### src/rtl/dram_result_uart_streamer_if.sv
// Byte-strobe link between the result streamer and the UART transmitter.
// Master drives the byte and strobe; slave reports transmitter busy.
interface dram_result_uart_streamer_if;
  logic       uart_en;
  logic [7:0] uart_din;
  logic       uart_busy;

  modport master (
    output uart_en,
    output uart_din,
    input  uart_busy
  );

  modport slave (
    input  uart_en,
    input  uart_din,
    output uart_busy
  );
endinterface

### src/rtl/dram_result_uart_streamer.sv
// Snapshots a multi-channel DRAM readback vector on trigger and streams it
// as a framed raw or ASCII-hex byte sequence through uart_send.
module dram_result_uart_streamer #(
  parameter int         NUM_CH       = 16,
  parameter int         DATA_W       = 8,
  parameter logic [7:0] SEP_BYTE     = 8'h0A,
  parameter logic [7:0] HDR_BYTE     = 8'hA5,
  parameter bit         HDR_EN       = 1'b1,
  parameter int         BUSY_TIMEOUT = 16
) (
  input  logic                     clk_100m,
  input  logic                     rst_n,
  input  logic                     trig,
  input  logic [NUM_CH*DATA_W-1:0] data_in,
  input  logic                     mode_hex,
  input  logic                     sep_en,
  dram_result_uart_streamer_if.master uart,
  output logic                     busy,
  output logic                     done,
  output logic                     overrun,
  output logic                     timeout_err
);

  localparam int CH_W  = (NUM_CH > 1) ? $clog2(NUM_CH) : 1;
  localparam int IDX_W = $clog2(DATA_W / 4);
  localparam int TMO_W = $clog2(BUSY_TIMEOUT);

  localparam logic [CH_W-1:0]  CH_LAST  = CH_W'(NUM_CH - 1);
  localparam logic [IDX_W-1:0] RAW_LAST = IDX_W'(DATA_W / 8 - 1);
  localparam logic [IDX_W-1:0] HEX_LAST = IDX_W'(DATA_W / 4 - 1);
  localparam logic [TMO_W-1:0] TMO_LAST = TMO_W'(BUSY_TIMEOUT - 1);

  typedef enum logic [2:0] {
    S_IDLE,
    S_ISSUE,
    S_WAIT_HI,
    S_WAIT_LO,
    S_DONE
  } state_t;

  typedef enum logic [1:0] {
    PH_HDR,
    PH_PAY,
    PH_SEP
  } phase_t;

  state_t state_q;
  state_t state_n;
  phase_t ph_q;

  logic [NUM_CH-1:0][DATA_W-1:0] snap_q;
  logic             hex_q;
  logic             sep_q;
  logic             trig_d;
  logic             ovr_q;
  logic             tmo_err_q;
  logic [CH_W-1:0]  ch_q;
  logic [IDX_W-1:0] idx_q;
  logic [TMO_W-1:0] tmo_q;
  logic [7:0]       din_q;

  logic              trig_rise;
  logic              start;
  logic              adv;
  logic              strobe;
  logic              tmo_hit;
  logic              tmo_inc;
  logic              pay_last;
  logic              ch_last;
  logic              last_byte;
  logic [DATA_W-1:0] word;
  logic [7:0]        raw_byte;
  logic [3:0]        nib;
  logic [7:0]        hex_chr;
  logic [7:0]        cur_byte;

  assign trig_rise = trig & ~trig_d;

  // Byte currently addressed by phase/channel/index counters.
  always_comb begin
    word     = snap_q[ch_q];
    raw_byte = 8'(word >> {RAW_LAST - idx_q, 3'b000});
    nib      = 4'(word >> {HEX_LAST - idx_q, 2'b00});
    if (nib < 4'd10) begin
      hex_chr = 8'h30 + {4'h0, nib};
    end else begin
      hex_chr = 8'h37 + {4'h0, nib};
    end
    unique case (ph_q)
      PH_HDR:  cur_byte = HDR_BYTE;
      PH_SEP:  cur_byte = SEP_BYTE;
      default: cur_byte = hex_q ? hex_chr : raw_byte;
    endcase
  end

  // Position flags: end of a channel payload and end of the whole frame.
  always_comb begin
    pay_last  = (idx_q == (hex_q ? HEX_LAST : RAW_LAST));
    ch_last   = (ch_q == CH_LAST);
    last_byte = ch_last &&
                ((ph_q == PH_SEP) ||
                 ((ph_q == PH_PAY) && pay_last && !sep_q));
  end

  // State register.
  always_ff @(posedge clk_100m or negedge rst_n) begin
    if (!rst_n) begin
      state_q <= S_IDLE;
    end else begin
      state_q <= state_n;
    end
  end

  // Next-state and strobe decode; strobe only ever fires from ISSUE.
  always_comb begin
    state_n = state_q;
    strobe  = 1'b0;
    start   = 1'b0;
    adv     = 1'b0;
    tmo_hit = 1'b0;
    tmo_inc = 1'b0;
    unique case (state_q)
      S_IDLE: begin
        if (trig_rise) begin
          start   = 1'b1;
          state_n = S_ISSUE;
        end
      end
      S_ISSUE: begin
        if (!uart.uart_busy) begin
          strobe  = 1'b1;
          state_n = S_WAIT_HI;
        end
      end
      S_WAIT_HI: begin
        if (uart.uart_busy) begin
          state_n = S_WAIT_LO;
        end else if (tmo_q == TMO_LAST) begin
          tmo_hit = 1'b1;
          adv     = 1'b1;
          state_n = last_byte ? S_DONE : S_ISSUE;
        end else begin
          tmo_inc = 1'b1;
        end
      end
      S_WAIT_LO: begin
        if (!uart.uart_busy) begin
          adv     = 1'b1;
          state_n = last_byte ? S_DONE : S_ISSUE;
        end
      end
      S_DONE: begin
        state_n = S_IDLE;
      end
      default: begin
        state_n = S_IDLE;
      end
    endcase
  end

  // Trigger edge history and snapshot capture on an accepted trigger.
  always_ff @(posedge clk_100m or negedge rst_n) begin
    if (!rst_n) begin
      trig_d <= 1'b0;
      snap_q <= '0;
      hex_q  <= 1'b0;
      sep_q  <= 1'b0;
    end else begin
      trig_d <= trig;
      if (start) begin
        snap_q <= data_in;
        hex_q  <= mode_hex;
        sep_q  <= sep_en;
      end
    end
  end

  // Frame walk: header, then per channel payload and optional separator.
  always_ff @(posedge clk_100m or negedge rst_n) begin
    if (!rst_n) begin
      ph_q  <= PH_HDR;
      ch_q  <= '0;
      idx_q <= '0;
    end else if (start) begin
      ph_q  <= HDR_EN ? PH_HDR : PH_PAY;
      ch_q  <= '0;
      idx_q <= '0;
    end else if (adv && !last_byte) begin
      unique case (ph_q)
        PH_HDR: begin
          ph_q  <= PH_PAY;
          idx_q <= '0;
        end
        PH_PAY: begin
          if (pay_last) begin
            idx_q <= '0;
            if (sep_q) begin
              ph_q <= PH_SEP;
            end else begin
              ch_q <= ch_q + 1'b1;
            end
          end else begin
            idx_q <= idx_q + 1'b1;
          end
        end
        default: begin
          ph_q <= PH_PAY;
          ch_q <= ch_q + 1'b1;
        end
      endcase
    end
  end

  // Busy-rise timeout counter, restarted at every strobe.
  always_ff @(posedge clk_100m or negedge rst_n) begin
    if (!rst_n) begin
      tmo_q <= '0;
    end else if (strobe) begin
      tmo_q <= '0;
    end else if (tmo_inc) begin
      tmo_q <= tmo_q + 1'b1;
    end
  end

  // Last strobed byte, held on uart_din between strobes.
  always_ff @(posedge clk_100m or negedge rst_n) begin
    if (!rst_n) begin
      din_q <= '0;
    end else if (strobe) begin
      din_q <= cur_byte;
    end
  end

  // Sticky error flags, cleared when a new frame is accepted.
  always_ff @(posedge clk_100m or negedge rst_n) begin
    if (!rst_n) begin
      ovr_q     <= 1'b0;
      tmo_err_q <= 1'b0;
    end else if (start) begin
      ovr_q     <= 1'b0;
      tmo_err_q <= 1'b0;
    end else begin
      if (trig_rise && (state_q != S_IDLE)) begin
        ovr_q <= 1'b1;
      end
      if (tmo_hit) begin
        tmo_err_q <= 1'b1;
      end
    end
  end

  assign uart.uart_en  = strobe;
  assign uart.uart_din = strobe ? cur_byte : din_q;

  assign busy        = (state_q == S_ISSUE) ||
                       (state_q == S_WAIT_HI) ||
                       (state_q == S_WAIT_LO);
  assign done        = (state_q == S_DONE);
  assign overrun     = ovr_q;
  assign timeout_err = tmo_err_q;

endmodule
### src/flat_wrapper.sv
// flat-port wrapper written by rule: the top's interface ports become plain ports
module dram_result_uart_streamer_flat 
#(
  parameter int         NUM_CH       = 16,
  parameter int         DATA_W       = 8,
  parameter logic [7:0] SEP_BYTE     = 8'h0A,
  parameter logic [7:0] HDR_BYTE     = 8'hA5,
  parameter bit         HDR_EN       = 1'b1,
  parameter int         BUSY_TIMEOUT = 16
)
  (clk_100m, rst_n, trig, data_in, mode_hex, sep_en, busy, done, overrun, timeout_err, uart_uart_en, uart_uart_din, uart_uart_busy);
  dram_result_uart_streamer_if uart_i ();
  input  logic clk_100m;
  input  logic rst_n;
  input  logic trig;
  input  logic [NUM_CH*DATA_W-1:0] data_in;
  input  logic mode_hex;
  input  logic sep_en;
  output logic busy;
  output logic done;
  output logic overrun;
  output logic timeout_err;
  output wire logic [$bits(uart_i.uart_en)-1:0] uart_uart_en;
  output wire logic [$bits(uart_i.uart_din)-1:0] uart_uart_din;
  input wire logic [$bits(uart_i.uart_busy)-1:0] uart_uart_busy;
  assign uart_uart_en = uart_i.uart_en;
  assign uart_uart_din = uart_i.uart_din;
  assign uart_i.uart_busy = uart_uart_busy;
  dram_result_uart_streamer #(.NUM_CH(NUM_CH), .DATA_W(DATA_W), .SEP_BYTE(SEP_BYTE), .HDR_BYTE(HDR_BYTE), .HDR_EN(HDR_EN), .BUSY_TIMEOUT(BUSY_TIMEOUT)) u_core (.clk_100m(clk_100m), .rst_n(rst_n), .trig(trig), .data_in(data_in), .mode_hex(mode_hex), .sep_en(sep_en), .uart(uart_i), .busy(busy), .done(done), .overrun(overrun), .timeout_err(timeout_err));
endmodule
### config.mk
export PLATFORM = sky130hd
export DESIGN_NAME = dram_result_uart_streamer_flat
export DESIGN_NICKNAME = d
export VERILOG_FILES = /design/src/rtl/dram_result_uart_streamer_if.sv /design/src/rtl/dram_result_uart_streamer.sv /design/src/flat_wrapper.sv
export SDC_FILE = /design/constraint.sdc
export NUM_CORES = 1
export LEC_CHECK = 0
export BUFFER_PORTS_ARGS = -buffer_cell sky130_fd_sc_hd__buf_2
export CAP_MARGIN = 20
export CORE_ASPECT_RATIO = 1.4
export CORE_MARGIN = 10
export CORE_UTILIZATION = 55
export CTS_BUF_LIST = sky130_fd_sc_hd__clkbuf_8
export DETAILED_ROUTE_END_ITERATION = 10
export GPL_ROUTABILITY_DRIVEN = 0
export PLACE_DENSITY_LB_ADDON = 0.3
export SLEW_MARGIN = 15
export SYNTH_ARGS = -nofsm -noshare
export SYNTH_HDL_FRONTEND = slang
export SYNTH_SLANG_ARGS = --single-unit
export TNS_END_PERCENT = 1
### constraint.sdc
create_clock -name clk_100m -period 3.4 [get_ports clk_100m]
set_input_delay 0.68 -clock clk_100m [delete_from_list [all_inputs] [get_ports clk_100m]]
set_output_delay 0.68 -clock clk_100m [all_outputs]
set_load 0.005 [all_outputs]
==> results.yml, run 1 <==
floorplan:
  fp.coreArea_um2: 13300
  start_util: 0.555
  die_area_um2: 18500
  pin_count: 147
  dieWidth_um: 118
  fp-row-count: 50
  die_h_um: 157
grt:
  antenna_found_initial: 0
  groute.usage.overall: 0.194
  grt_overflow: 0
  grt_pass1_wl_um: 28700
  grt_pass1_vias: 5717
  grt_max_degree: 71
critical_path:
  crit_required_ps: 2720
  critPathMaxStageDelay_ps: 600
  crit_start: "u_core.ch_q[1]$_DFFE_PN0P_"
  r2r-start: "u_core.idx_q$_DFFE_PN0P_"
  crit_path_end_kind: "output port"
  reg2reg_depth: 9
  slowest_stage: "mux4_2"
  worstPathArrival_ps: 3130
  critical_path_buf_inv_count: 2
  crit_family: "multiplexers"
  crit_top_cell: "mux4_2"
  cp-start-kind: "register"
  crit_type: "reg2out"
  cp_cell_sequence: "buf_12 > mux4_2 > mux2_4 > mux4_2 > a21boi_4 > xor2_1 > a22oi_2 > buf_2"
  r2r_end: "u_core.ch_q[3]$_DFFE_PN0P_"
  r2r_slack_ps: 440
  worst-path-max-fanout: 8
routing:
  vias: 5026
  drc: 0
  wl_per_cell_um: 19.9
  dr.pass1.iters: 5
  vias_per_cell: 5.69
  drt-initial-drc-count: 267
  drt_wl_total_um: 17600
  ant_nets: 0
yosys:
  synth-seq-cells: 155
  synth_simple_gate_area_share: 0.0510
  syn-num-nets: 662
  synth-seq-area-share: 0.527
  yosys.area_share.xor_xnor: 0.00714
  yosysTopAreaCell: "dfrtp_1"
  syn_area_per_cell_um2: 14.0
  ys_types: 51
  synth_fa_ha_area_frac: 0.00680
  synth_mux_area_frac: 0.332
  synth_edf_count: 0
  synth_most_common_cell: "dfrtp_1"
  synth_area_leaders: "dfrtp_1 (53%), mux2_2 (20%), mux4_2 (11%), mux2i_1 (1.5%), nor2_1 (1.4%)"
  syn_area_um2: 7360
  yosys_warnings: 0
  synth_top_family_by_area: "multiplexers"
  yosysTopAreaCellShare: 0.527
  synthArstFlopShare: 1.00
  synth_common_cells: "dfrtp_1 (155), mux2_2 (133), mux4_2 (37), nor2_1 (28), clkbuf_1 (22)"
  synth_compound_area_frac: 0.0513
  synth-main-ff-cell: "dfrtp_1"
  synth_cells: 524
run_status:
  status: "finished with violations"
  violations: "negative setup slack"
cts:
  ctsRootBufferMaster: "clkbuf_8"
  cts_tree: "yes"
  numCtsBuffers: 17
  worstSkewPairLatency_ps: 440
  path_clk_slew_ps: 90
  cts.htree.levels: 4
  numClockSinks: 155
  cts.path.max_buffers: 2
cells_and_area:
  synthToLayoutAreaGrowth_pct: 22.6
  final_core_util: 0.681
  diodes: 0
  drive_gt1_frac: 0.574
  final_area_um2: 9030
  nets: 827
timing:
  fin_skew_ps: 12.3
  slew_headroom: 0.567
  setup_tns_ps: -2400
  period_needed_ps: 3810
  rsz0062_at_grt: "true"
  finalCritPeriodShare: 1.12
  drv_slew: 0
  finalWorstSetupSlack_ps: -406
  setup_viol: 7
  hold_violations: 0
  tightest_slew_ps: 650
  max_freq_mhz: 263
place:
  dp_hpwl_um: 13100
  io_buffers: 146
  dpl_cell_area_um2: 8430
  pre_cts_ws_ps: -74.4
flow_run:
  max_cap_violations: 0
power_and_ir_drop:
  power_density_nw_per_um2: 969
  peakVddDrop_mv: 0.477
  power_mw: 8.75
  power.leakage_nw: 4.08
hold_path:
  min_path_type: "in2async"
==> logic make-up after synthesis <==
kind of cell,Yosys count
adders and majority gates,4
buffers and inverters,44
muxes,181
and+or+nand+nor,77
AOI/OAI and AO/OA,57
xor gates and xnor gates,6
DFF,155
==> per-layer routing <==
metal / track usage / vias up / wire length, um
li1: - / 2275 / -
met1: 0.223 / 2540 / 6830
met2: 0.340 / 181 / 9360
met3: 0.0494 / 30 / 992
met4: 0.0762 / 0 / 391
met5: 0 / - / 0
==> worst max-delay path by stage <==
| stage | slack, ps | depth (start not counted) | to |
|---|---|---|---|
| floorplan | 220 | 10 | uart_uart_din[4] |
| global placement | 50 | 10 | uart_uart_din[4] |
| detailed placement | -70 | 10 | uart_uart_din[4] |
| CTS | -390 | 8 | uart_uart_din[0] |
| global route | -510 | 8 | uart_uart_din[0] |
| finish | -410 | 8 | uart_uart_din[0] |
==> metrics by stage <==
step | std cells | hold slack, ps
after floorplan | 524 | 384
after global placement | 840 | 470
after detailed placement | 840 | 473
after CTS | 882 | 250
after global routing | 884 | 272
final | 884 | 232
==> state kept, by name, indices dropped and copies added, names as in the netlist <==
register and cells:
u_core.snap_q 128, u_core.din_q 8, u_core.ch_q 4, u_core.tmo_q 4
u_core.state_q 3, u_core.ph_q 2, u_core.hex_q 1, u_core.idx_q 1
u_core.overrun 1, u_core.sep_q 1, u_core.timeout_err 1, u_core.trig_d 1
==> cell usage in the layout (no fill, tap or decap), types with 3 or more instances in the layout <==
cell type  synthesis  layout
a211oi_1           5       4
a21oi_1           12      12
a22oi_1            4       4
a31oi_1            4       4
buf_12             0       6
buf_2              7     145
buf_4              1      27
bufinv_16          0       3
clkbuf_8           0      17
clkinv_2           0       3
clkinv_4           0       3
dfrtp_1          155     153
ha_1               4       3
inv_1              8       8
inv_6              0       3
mux2_2           133     132
mux2i_1           11       7
mux2i_2            0       4
mux4_2            37      37
nand2_1           18      18
nand4_1            3       3
nor2_1            28      27
nor2b_1            6       6
nor3_1             4       4
o21ai_0            9       7
o21ai_1            3       3
xor2_1             5       5
==> repair_timing <==
action / 4_1_cts / 5_1_grt
setup buffers: 11 / 2
setup endpoints to repair: 7 / 7
endpoints found under the hold margin: 0 / 0
pin swaps: 9 / 2
gates resized for setup: 18 / 4
hold buffers: 0 / 0
==> final cells by class <==
type,count,area (um^2)
Clock inverter,15,188
Fill cell,993,4240
Multi-Input combinational cell,325,3370
Sequential cell,155,3880
Timing Repair Buffer,181,1090
Clock buffer,17,234
Inverter,9,33.8
Tap cell,182,228
==> power breakdown <==
group          switching, mW  internal, mW  total (mW)
clock                  0.720         0.742        1.46
combinational           1.68          2.32        4.00
sequential             0.590          2.70        3.29
total                   2.99          5.76        8.75
(Power assumes the default switching activity.)
==> run 2: changes to the inputs <==
--- a/config.mk
+++ b/config.mk
@@ -14,6 +14,7 @@
 export DETAILED_ROUTE_END_ITERATION = 10
 export GPL_ROUTABILITY_DRIVEN = 0
 export PLACE_DENSITY_LB_ADDON = 0.3
+export SKIP_LAST_GASP = 1
 export SLEW_MARGIN = 15
 export SYNTH_ARGS = -nofsm -noshare
 export SYNTH_HDL_FRONTEND = slang
==> results.yml, run 2 (synthesis results as in run 1) <==
run_status:
  status: "finished with violations"
  violations: "negative setup slack"
grt:
  grt_max_degree: 71
  grt_pass1_vias: 5709
  grt_pass1_wl_um: 28700
  grt_overflow: 0
  groute.usage.overall: 0.194
  antenna_found_initial: 0
timing:
  drv_slew: 0
  rsz0062_at_grt: "true"
  finalCritPeriodShare: 1.12
  slew_headroom: 0.569
  setup_viol: 7
  tightest_slew_ps: 647
  hold_ws_ps: 229
  fin_skew_ps: 11.5
  period_needed_ps: 3810
  setup_tns_ps: -2570
  finalWorstSetupSlack_ps: -408
  max_freq_mhz: 263
  hold_violations: 0
power_and_ir_drop:
  combinationalPowerShare: 0.456
  internal_power_mw: 5.77
  clock_power_share: 0.167
  peakVddDrop_mv: 0.474
  power_density_nw_per_um2: 969
  power.leakage_nw: 4.08
  sw_frac_of_total: 0.340
  p_seq_frac: 0.376
  p_sw_mw: 2.98
  power_mw: 8.75
cts:
  cts_tree: "yes"
  worstSkewPairLatency_ps: 440
  cts.htree.levels: 4
  numCtsBuffers: 17
  ctsRootBufferMaster: "clkbuf_8"
  cts_hold_buf: 0
  cts.path.max_buffers: 2
  numClockSinks: 155
  path_clk_slew_ps: 90
cells_and_area:
  nets: 828
  largest_reg_flops: 128
  seq_area_um2: 3880
  regMostFlops: "u_core.snap_q"
  layout_common_cells: "dfrtp_1 (153), buf_2 (145), mux2_2 (132)"
  drive_gt1_frac: 0.570
  layout.cells.non_filler: 885
  final_area_um2: 9030
  final.fill_count: 987
  reg_top3: "u_core.snap_q (128), u_core.din_q (8)"
  multi_input_area_um2: 3360
  final_core_util: 0.681
  diodes: 0
  layout_commonest_cell: "dfrtp_1"
  synthToLayoutAreaGrowth_pct: 22.7
critical_path:
  slowest_stage: "mux4_2"
  worst-path-stages: 8
  crit_type: "reg2out"
  crit_top_cell: "mux4_2"
  r2r_slack_ps: 440
  cp_cell_sequence: "buf_12 > mux4_2 > mux2_4 > mux4_2 > a21boi_4 > xor2_1 > a22oi_2 > buf_2"
  crit_family: "multiplexers"
  cp-start-kind: "register"
  r2r-start: "u_core.idx_q$_DFFE_PN0P_"
  reg2reg_depth: 9
  endpoint: "uart_uart_din[0]"
  r2r_end: "u_core.ch_q[3]$_DFFE_PN0P_"
  crit_required_ps: 2720
  worstPathArrival_ps: 3130
  critical_path_buf_inv_count: 2
  crit_path_end_kind: "output port"
  worst-path-max-fanout: 8
  crit_start: "u_core.ch_q[1]$_DFFE_PN0P_"
  critPathMaxStageDelay_ps: 600
floorplan:
  start_util: 0.555
  fp-row-count: 50
  die_area_um2: 18500
  dieWidth_um: 118
  die_h_um: 157
  fp.coreArea_um2: 13300
  pin_count: 147
place:
  dp_hpwl_um: 13100
  dp_cells: 840
  dpl_cell_area_um2: 8430
  io_buffers: 146
  pre_cts_ws_ps: -74.4
routing:
  drc: 0
  wl_per_cell_um: 19.9
  ant_nets: 0
  vias_per_cell: 5.69
  drt_wl_total_um: 17600
  vias: 5032
  dr.pass1.iters: 4
  drt-initial-drc-count: 296
flow_run:
  max_cap_violations: 0
hold_path:
  min_path_type: "in2async"
-- run 2: changes by cell type in the layout (fill, tap and decap cells not counted), sizes merged --
cell,change
buf,+1
-- run 2: layer usage --
layer | track usage | share of wire | up-vias
met1 | 0.222 | 0.39 | 2560
met4 | 0.0762 | 0.022 | 0
met2 | 0.340 | 0.53 | 167
met5 | 0 | 0 | -
li1 | - | - | 2275
met3 | 0.0498 | 0.056 | 30
-- run 2: timing repair --
| action | CTS | global route |
|---|---|---|
| pin swaps | 6 | 2 |
| buffers inserted | 11 | 3 |
| gates resized for setup | 15 | 3 |
| setup endpoints to repair | 7 | 7 |
-- run 2: worst min-delay path by stage --
stage	end	slack (ps)	cells after the start
3_3_place_gp	u_core.din_q[5]$_DFF_PN0_	470	1
4_1_cts	u_core.snap_q[6]$_DFFE_PN0P_	250	1
5_1_grt	u_core.snap_q[5]$_DFFE_PN0P_	270	1
2_1_floorplan	u_core.ch_q[0]$_DFFE_PN0P_	380	0
6_report	u_core.snap_q[22]$_DFFE_PN0P_	230	1
3_5_place_dp	u_core.din_q[4]$_DFF_PN0_	470	1
-- run 2: cell type report --
class	count	area share
inverters	9	0.00374
flip-flops and latches	155	0.430
clock inverters	15	0.0208
repair buffers	182	0.123
multi-input cells	325	0.372
clock buffers	17	0.0259
well taps	182	0.0252
-- run 2: power by group through the flow --
stage	logic, mW	clock network, mW	registers, mW
floorplan	2.69	0	3.02
global placement	3.42	0	3.26
detailed placement	3.54	0	3.32
CTS	3.88	1.49	3.28
global route	4.33	1.58	3.39
finish	3.99	1.46	3.29
==> run 3: changes to the inputs <==
--- a/config.mk
+++ b/config.mk
@@ -13,7 +13,7 @@
 export CTS_BUF_LIST = sky130_fd_sc_hd__clkbuf_8
 export DETAILED_ROUTE_END_ITERATION = 10
 export GPL_ROUTABILITY_DRIVEN = 0
-export PLACE_DENSITY_LB_ADDON = 0.3
+export PLACE_DENSITY = 0.84
 export SKIP_LAST_GASP = 1
 export SLEW_MARGIN = 15
 export SYNTH_ARGS = -nofsm -noshare
==> results.yml, run 3 (synthesis results as in run 1) <==
grt:
  grt_pass1_wl_um: 29700
  groute.usage.overall: 0.205
  antenna_found_initial: 0
  grt_overflow: 0
  grt_pass1_vias: 5864
  grt_max_degree: 74
cells_and_area:
  layout_commonest_cell: "dfrtp_1"
  layout_common_cells: "dfrtp_1 (153), buf_2 (145), mux2_2 (132)"
  diodes: 0
  final_area_um2: 9130
  drive_gt1_frac: 0.579
  reg_top3: "u_core.snap_q (128), u_core.din_q (8)"
  synthToLayoutAreaGrowth_pct: 24.1
  regMostFlops: "u_core.snap_q"
  layout.cells.non_filler: 897
  final_core_util: 0.688
  largest_reg_flops: 128
  nets: 840
place:
  io_buffers: 146
  pre_cts_ws_ps: -38.2
  dpl_cell_area_um2: 8430
  dp_hpwl_um: 13900
  dp_cells: 839
timing:
  setup_viol: 8
  rsz0062_at_grt: "true"
  max_freq_mhz: 262
  period_needed_ps: 3810
  tightest_slew_ps: 656
  hold_violations: 0
  hold_ws_ps: 241
  finalWorstSetupSlack_ps: -413
  drv_slew: 0
  setup_tns_ps: -2590
  fin_skew_ps: 13.0
  slew_headroom: 0.563
  finalCritPeriodShare: 1.12
power_and_ir_drop:
  power_mw: 9.05
  power_density_nw_per_um2: 991
  peakVddDrop_mv: 0.524
  power.leakage_nw: 4.14
floorplan:
  die_area_um2: 18500
  fp-row-count: 50
  pin_count: 147
  fp.coreArea_um2: 13300
  start_util: 0.555
  die_h_um: 157
  dieWidth_um: 118
flow_run:
  max_cap_violations: 0
cts:
  cts.path.max_buffers: 2
  numClockSinks: 155
  numCtsBuffers: 17
  cts_hold_buf: 0
  worstSkewPairLatency_ps: 450
  cts.htree.levels: 4
  cts_tree: "yes"
  ctsRootBufferMaster: "clkbuf_8"
  path_clk_slew_ps: 80
run_status:
  status: "finished with violations"
  violations: "negative setup slack"
critical_path:
  crit_path_end_kind: "output port"
  cp-start-kind: "register"
  crit_required_ps: 2720
  crit_type: "reg2out"
  worst-path-max-fanout: 8
  worstPathArrival_ps: 3130
routing:
  drc: 0
  ant_nets: 0
  drt-initial-drc-count: 407
  vias_per_cell: 5.75
  drt_wl_total_um: 19000
  dr.pass1.iters: 5
  wl_per_cell_um: 21.2
  vias: 5154
hold_path:
  min_path_type: "in2async"
[run 3: cell count changes in the layout (fill, tap and decap cells not counted), sizes merged]
cell,delta
buf,+11
bufinv,-2
clkbuf,+2
clkinv,-2
clkinvlp,+2
bufbuf,+1
[run 3: timing repair]
| item | 4_1_cts | 5_1_grt |
|---|---|---|
| gates resized for setup | 15 | 3 |
| pin swaps | 8 | 5 |
| gates cloned | 1 | 0 |
| setup endpoints to repair | 7 | 8 |
| setup buffers | 19 | 6 |
[run 3: final cells by class]
class                           instances  area (um^2)
Clock inverter                         13          130
Tap cell                              182          228
Timing Repair Buffer                  194         1230
Clock buffer                           19          262
Multi-Input combinational cell        325         3370
Inverter                                9         33.8
Sequential cell                       155         3880
Fill cell                             921         4130
[run 3: worst max-delay path, cell delays in order (launching register included)]
cell and delay, ps:
dfrtp_2 460, buf_6 150, mux4_2 500, mux2i_1 230, inv_1 70, mux4_2 610, a21boi_4 200, xor2_1 140
a22oi_2 180, buf_2 150
[run 3: worst paths after layout]
path                                            endpoint  cells past startpoint                        from  slack [ps]
max reg2reg                   u_core.ch_q[0]$_DFFE_PN0P_                      7    u_core.idx_q$_DFFE_PN0P_         400
min in group clk_100m            u_core.trig_d$_DFF_PN0_                      1                        trig         350
min reg2reg                   u_core.overrun$_DFFE_PN0P_                      2  u_core.overrun$_DFFE_PN0P_         500
min                        u_core.snap_q[54]$_DFFE_PN0P_                      1                       rst_n         240
max                                     uart_uart_din[0]                      9  u_core.ch_q[1]$_DFFE_PN0P_        -410
max in group asynchronous     u_core.ch_q[1]$_DFFE_PN0P_                      2                       rst_n        2380
[run 3: per-layer routing]
| metal | wire [um] | GRT usage | vias up |
|---|---|---|---|
| met1 | 6770 | 0.222 | 2607 |
| met3 | 1060 | 0.0519 | 52 |
| li1 | - | - | 2295 |
| met5 | 0 | 0 | - |
| met4 | 722 | 0.102 | 0 |
| met2 | 10400 | 0.365 | 200 |
[run 3: report_power, final]
| group | switching (mW) | internal, mW |
|---|---|---|
| combinational | 1.85 | 2.55 |
| clock | 0.710 | 0.633 |
| sequential | 0.600 | 2.70 |
| total | 3.16 | 5.89 |
